`config.mk`:
```
export PLATFORM = sky130hd
export DESIGN_NAME = pos_acc_shifted
export DESIGN_NICKNAME = d
export VERILOG_FILES = /design/src/rtl/pos_acc_shifted.sv
export SDC_FILE = /design/constraint.sdc
export NUM_CORES = 1
export LEC_CHECK = 0
export ABC_AREA = 0
export BUFFER_PORTS_ARGS = -buffer_cell sky130_fd_sc_hd__buf_4
export CORE_MARGIN = 2
export CORE_UTILIZATION = 45
export DETAILED_ROUTE_END_ITERATION = 10
export SLEW_MARGIN = 30
export SYNTH_ARGS = -nofsm -noshare
export SYNTH_HDL_FRONTEND = slang
export SYNTH_SLANG_ARGS = --single-unit
```
`constraint.sdc`:
```
create_clock -name clk -period 6.7 [get_ports clk]
set_input_delay 1.34 -clock clk [delete_from_list [all_inputs] [get_ports clk]]
set_output_delay 1.34 -clock clk [all_outputs]
set_load 0.005 [all_outputs]
```
`src/rtl/pos_acc_shifted.sv`:
```
// Sequential shifted accumulator: sums unsigned terms, each shifted left by a per-term amount.
// Define POS_ACC_SUB_EN to honour in_sub (subtract the shifted term instead of adding it).
module pos_acc_shifted #(
   parameter int N_BITS_IN  = 16,
   parameter int N_BITS_ACC = 32,
   parameter int SHIFT_W    = 6
) (
   input  logic                  clk,
   input  logic                  rst_n,
   input  logic                  in_valid,
   output logic                  in_ready,
   input  logic [N_BITS_IN-1:0]  in_data,
   input  logic [SHIFT_W-1:0]    in_shift,
   input  logic                  in_first,
   input  logic                  in_last,
   input  logic                  in_sub,
   output logic                  out_valid,
   input  logic                  out_ready,
   output logic [N_BITS_ACC-1:0] out_data,
   output logic                  out_ovf
);

   typedef enum logic [1:0] {IDLE, ACCUM, HOLD} state_e;

   localparam int               EXT_W   = N_BITS_ACC + N_BITS_IN;
   localparam logic [SHIFT_W:0] ACC_W_S = (SHIFT_W + 1)'(N_BITS_ACC);

   state_e                state_q;
   logic [N_BITS_ACC-1:0] acc_q, out_data_q;
   logic                  ovf_q, out_valid_q, out_ovf_q;

   logic                  sub_en;
   logic [EXT_W-1:0]      ext;
   logic [N_BITS_ACC-1:0] term, base, acc_d;
   logic [N_BITS_ACC:0]   sum;
   logic                  trunc, load, ovf_d, accept;

`ifdef POS_ACC_SUB_EN
   assign sub_en = in_sub;
`else
   logic unused_in_sub;
   assign unused_in_sub = in_sub;
   assign sub_en        = 1'b0;
`endif

   assign in_ready  = ~out_valid_q;
   assign accept    = in_valid & in_ready;
   assign out_valid = out_valid_q;
   assign out_data  = out_data_q;
   assign out_ovf   = out_ovf_q;

   // ext is wide enough that no in_data bit is lost for any shift below N_BITS_ACC,
   // so the bits above the accumulator width are exactly the truncated ones.
   always_comb begin
      ext   = EXT_W'(in_data) << in_shift;
      term  = '0;
      trunc = 1'b0;
      if ({1'b0, in_shift} >= ACC_W_S) begin
         trunc = |in_data;
      end else begin
         term  = ext[N_BITS_ACC-1:0];
         trunc = |ext[EXT_W-1:N_BITS_ACC];
      end

      load = in_first || (state_q == IDLE);
      base = load ? '0 : acc_q;
      if (sub_en) begin
         sum = {1'b0, base} - {1'b0, term};
      end else begin
         sum = {1'b0, base} + {1'b0, term};
      end
      acc_d = sum[N_BITS_ACC-1:0];
      ovf_d = (load ? 1'b0 : ovf_q) | trunc | sum[N_BITS_ACC];
   end

   // NOTE: state registers use non-blocking assignments so every register samples
   // the pre-edge values, independent of statement order within the block.
   always_ff @(posedge clk or negedge rst_n) begin
      if (!rst_n) begin
         state_q     <= IDLE;
         acc_q       <= '0;
         ovf_q       <= 1'b0;
         out_valid_q <= 1'b0;
         out_data_q  <= '0;
         out_ovf_q   <= 1'b0;
      end else begin
         case (state_q)
            IDLE, ACCUM: begin
               if (accept) begin
                  acc_q <= acc_d;
                  ovf_q <= ovf_d;
                  if (in_last) begin
                     out_data_q  <= acc_d;
                     out_ovf_q   <= ovf_d;
                     out_valid_q <= 1'b1;
                     state_q     <= HOLD;
                  end else begin
                     state_q     <= ACCUM;
                  end
               end
            end
            HOLD: begin
               if (out_ready) begin
                  out_valid_q <= 1'b0;
                  acc_q       <= '0;
                  ovf_q       <= 1'b0;
                  state_q     <= IDLE;
               end
            end
            default: begin
               state_q <= IDLE;
            end
         endcase
      end
   end

endmodule

```
### After elaboration in Yosys (flattened, before gate mapping)

Index checks and enable logic that the tools add are counted.

* register bits after elaboration: 69
* output and inout bits: 35
* logic and storage cells: 45

* add/subtract/negate cells: 1
* magnitude comparators: 1
* eq/ne operators: 5
* shifts and indexed selects: 1
* multiplexer cells: 17
* bitwise operators: 4
* reduce and logical (&&, ||, !) cells: 10

Operators with widths (number)
* $mux W32: 4
* $pmux W32 S2: 1
* $shl A16 B6 Y48: 1
* $add A32 B32 Y33: 1
* $reduce_or A16 Y1: 2
* $ge A6 B6 Y1 const B: 1
* $mux W1: 6
* $mux W2: 3
* $ne A2 B2 Y1 const B: 3
* $reduce_and A3 Y1: 2
* $pmux W1 S2: 2
* $pmux W2 S2: 1
* $reduce_and A4 Y1: 1
* $eq A2 B1 Y1 const B: 1
* $eq A2 B2 Y1 const B: 1
* $logic_not A2 Y1: 1
* $or A1 B1 Y1: 2
* $reduce_and A2 Y1: 1
* $reduce_bool A2 Y1: 1
* $reduce_or A2 Y1: 1
* $and A1 B1 Y1: 1
* $logic_or A1 B1 Y1: 1
* $not A1 Y1: 1

### Logic depth before layout (Yosys ltp)

* word-level depth: 7
* gate-level depth with buffers: 20
* gate-level depth less buffers: 17

### Least setup slack after synthesis

OpenSTA, ideal clock, no wires.

* path type: in2reg
* from: input in_shift[1]
* to: register acc_q[25]
* data arrival time: 4624 ps
* path slack: 1942 ps
* cell stages on the path: 18
* cells stage by stage: buf_6 > buf_2 > buf_2 > mux2i_1 > nor2_1 > a31oi_1 > nor2_1 > mux2_2 > nor3b_1 > ha_1 > a21o_1 > a21oi_1 > o21a_1 > o21ai_0 > a221o_1 > a311oi_1 > xor2_1 > o21ai_0

* cells in the longest elaborated chain, start to end: 5
* elaborated cells on any way between the ends: 6
* classes of those cells: add/sub (1); order compare (1); shift (1); mux (3)

RTL lines
* from (decl): RTL line 13 `input logic [SHIFT_W-1:0] in_shift,`
* $shl A16 B6 Y48 / $ge A6 B6 Y1 (equally long branches): RTL line 55, 58
* $mux W32 (*): RTL line 58 `if ({1'b0, in_shift} >= ACC_W_S) begin`
* $add A32 B32 Y33 (*): RTL line 70 `sum = {1'b0, base} + {1'b0, term};`
* $mux W32 (*): RTL line 89 `if (accept) begin`
* $pmux W32 S2 (*): RTL line 87 `case (state_q)`
* to (signal assigned): RTL line 81 `acc_q <= '0;`
* to (signal assigned): RTL line 90 `acc_q <= acc_d;`
* to (signal assigned): RTL line 105 `acc_q <= '0;`
* to (decl): RTL line 29 `logic [N_BITS_ACC-1:0] acc_q, out_data_q;`

Every way passes the cells marked *; elsewhere a longest branch is shown, timed or not. The select of a mux whose other input is x is not followed.
A chain may end at the register's enable or synchronous reset.

### Final worst setup path

* from: input in_shift[1]
* to: register out_data_q[26] (netlist: out_data[26])

* cells in the longest elaborated chain, start to end: 3
* elaborated cells on any way between the ends: 4
* classes of those cells: add/sub (1); order compare (1); shift (1); mux (1)

RTL lines
* $shl A16 B6 Y48 / $ge A6 B6 Y1 (equally long branches): RTL line 55, 58
* $mux W32 (*): RTL line 58
* $add A32 B32 Y33 (*): RTL line 70
* to (signal assigned): RTL line 84 `out_data_q <= '0;`
* to (signal assigned): RTL line 93 `out_data_q <= acc_d;`
* to (decl): RTL line 29

Every way passes the cells marked *; elsewhere a longest branch is shown, timed or not.

==> impl_metrics.py <==
metrics = {
    "run_status": {
        "status": "finished, final reports clean",
    },
    "synth": {
        "avgSynthCellArea_um2": 8.66,
        "synth_ff_type": "dfrtp_1",
        "synth-seq-cells": 69,
        "yosys.area_share.adder_pct": 7.09,
        "ys_seq_area_share_pct": 29.1,
        "synthCells": 685,
        "netlist.area_leader.share_pct": 29.1,
        "synthTopCellsByCount": "72 x nor2_1, 69 x dfrtp_1, 63 x nand2_1",
        "synth_edf_count": 0,
        "synthSimpleGateAreaFrac_pct": 19.3,
        "synth_top_family_by_area": "compound AO/OA/AOI/OAI gates",
        "synthTopCellsByArea": "dfrtp_1 29%, ha_1 6.8%, mux2_2 6.3%",
        "syn-cell-area_um2": 5930,
        "yosysWarnings": 0,
        "synthArstFlopShare_pct": 100,
        "muxShareOfSynthArea_pct": 13.4,
        "ys_types": 65,
        "synth_compound_area_share_pct": 23.3,
        "yosysTopAreaCell": "dfrtp_1",
        "synth_nets": 747,
        "synth_xor_area_share_pct": 3.84,
        "yosysMostFrequentCell": "nor2_1",
    },
    "drt": {
        "drc": 0,
        "dr.pass1.iters": 5,
        "via_per_inst": 5.92,
        "num_vias": 5324,
        "wl_per_cell_um": 17.6,
        "drtIter0Drc": 473,
        "wl_um": 15800,
        "ant_nets": 0,
    },
    "timing": {
        "fin_skew_ns": 0.00800,
        "setup_violations": 0,
        "worstMarginPinSlew_ns": 0.749,
        "period_minus_slack_ns": 5.03,
        "tns_ns": 0,
        "slew_headroom_pct": 49.5,
        "hold_ws_ns": 0.476,
        "rsz0062_at_grt": "false",
        "hold_viol": 0,
        "slew_violations": 0,
        "period_share_pct": 75.1,
        "max_freq_mhz": 199,
    },
    "grt": {
        "grt_first_pass_wirelength_um": 26800,
        "track_usage_pct": 23.6,
        "antenna_found_initial": 0,
        "grt_pass1_vias": 5158,
        "grt_overflow": 0,
        "grt_max_degree": 70,
    },
    "worst_setup_path": {
        "slowest_delay_ns": 0.49,
        "cp.arrival_ns": 5.23,
        "end_kind": "flop",
        "path_cells": "buf_4 > mux2_2 > o21ai_0 > nand2_1 > o21ai_0 > nand2_1 > o21ai_0 > nor2_1 > ha_1 > a21oi_1 > o21ai_0 > a21oi_1 > o31ai_2 > o41ai_2 > o21ai_0 > xnor2_1 > o21ai_0",
        "cp.required_ns": 6.90,
        "crit_path_start_kind": "input port",
        "ff2ff_setup_slack_ns": 2.85,
        "critical_path.top_delay_family": "compound AO/OA/AOI/OAI gates",
        "cp_num_buf_inv": 1,
        "cp_common_cell": "o21ai_0",
        "cp_max_fo": 28,
        "path_class": "in -> reg",
        "slowest_stage": "o41ai_2",
    },
    "placement": {
        "dp_hpwl_um": 11500,
        "placed_cells": 884,
        "portBuffers": 62,
        "gp_congestion": 0.943,
    },
    "floorplan": {
        "rows": 41,
        "die_h_um": 119,
        "core_um2": 12700,
        "die_x_um": 119,
        "num_io_pins": 64,
        "initial_core_util_pct": 46.6,
        "die_area_um2": 14100,
    },
    "clocking": {
        "cts_tree": "done",
        "cts_buffers": 9,
        "max-clock-path-buffers": 2,
        "htree_levels": 3,
        "postCtsHoldBufs": 0,
        "post_cts_resized": 0,
        "clk_latency_ns": 0.35,
        "post_cts_buffers": 0,
        "clkTransAtPathRegs_ns": 0.06,
        "cts-root-buf": "clkbuf_16",
        "cts_sinks": 69,
    },
    "power_and_ir_drop": {
        "p_per_area_nw_per_um2": 276,
        "p_leak_nw": 3.23,
        "power_w": 0.00187,
        "vdd_ir_drop_max_mv": 0.233,
    },
    "cells_and_area": {
        "final_util_pct": 53.4,
        "area.growth.synth_to_final_pct": 14.5,
        "layout.nets": 785,
        "fin_cells": 900,
        "antennaDiodeCount": 0,
        "drive_gt1_share_pct": 18.5,
    },
    "min_path": {
        "hold_path.class": "reg -> reg",
    },
    "run": {
        "cap_violations": 0,
    },
}
==> registers in the layout, indices dropped and copies added, names as in the netlist <==
name       flops
out_valid      1
out_data      32
out_ovf        1
state_q        2
ovf_q          1
acc_q         32
==> layer usage <==
metal	up-vias	track usage (%)	share of wire [%]
li1	2582	-	-
met5	-	0	0
met3	26	3.96	4.2
met4	0	7.51	2.1
met1	2583	34.4	49
met2	133	35.6	44
==> worst min-delay path, cell delays in order, from the launching register on <==
cell and delay [ns]:
dfrtp_1 0.33, nand2_1 0.04, o21ai_0 0.06
==> final timing paths <==
kind	end	cells after the start	start
max	out_data[26]	17	in_shift[1]
min	acc_q[25]	2	acc_q[25]
max reg2reg	out_data[26]	13	state_q[1]
min reg2reg	acc_q[25]	2	acc_q[25]
max in group asynchronous	acc_q[24]	1	rst_n
min in group asynchronous	acc_q[4]	1	rst_n
==> final cells by class <==
class	count	area [um^2]
multi-input combinational	563	3980
fill	1267	5930
timing repair buffer	66	499
clock buffer	9	225
clock inverter	7	97.6
tap	172	215
inverter	14	52.6
sequential	69	1730
==> power breakdown <==
part	total [W]	internal [W]	switching, W
clock network	0.000522	0.000327	0.000195
logic	0.000695	0.000331	0.000365
registers	0.000653	0.000573	0.0000803
==> logic make-up (layout without fill, tap and decap cells) <==
kind of cell	Yosys count	in the layout
simple gates	238	238
compound gates	206	206
flops	69	69
mux	60	60
buf+inv	53	96
fa+ha+maj	33	33
xor+xnor	26	26
==> per-stage QoR <==
step | area (um^2) | setup slack, ns
2_1_floorplan | 5930 | 1.94
3_3_place_gp | 6460 | 1.45
3_5_place_dp | 6460 | 1.36
4_1_cts | 6790 | 1.68
5_1_grt | 6790 | 1.21
6_report | 6790 | 1.67
==> cells in the final DEF (no fill, tap or decap), types with 3 or more instances in the layout <==
cell        n
nor2b_1    14
buf_4      65
or2_2       5
o211ai_1    7
nor3_1      4
inv_1      13
o31ai_1     5
o21ai_1     5
xor2_1     13
mux4_2      6
o21a_1      6
xnor2_1    13
o22a_1      3
clkbuf_16   9
a31oi_1     3
a21oi_1    48
nand2b_1   11
nand2_1    63
mux2i_1    15
a22oi_1     6
or3_1       3
and2_1     34
o21bai_1    4
ha_1       32
nor2_1     72
o31a_1      3
o21ai_0    48
nor4_1      4
a21o_1     13
nor3b_1     6
a22o_1     26
a211oi_1    9
and3_1      3
mux2_2     33
dfrtp_1    69
nand3_1    12
mux4_1      4
Power figures use the tool's default switching activity.
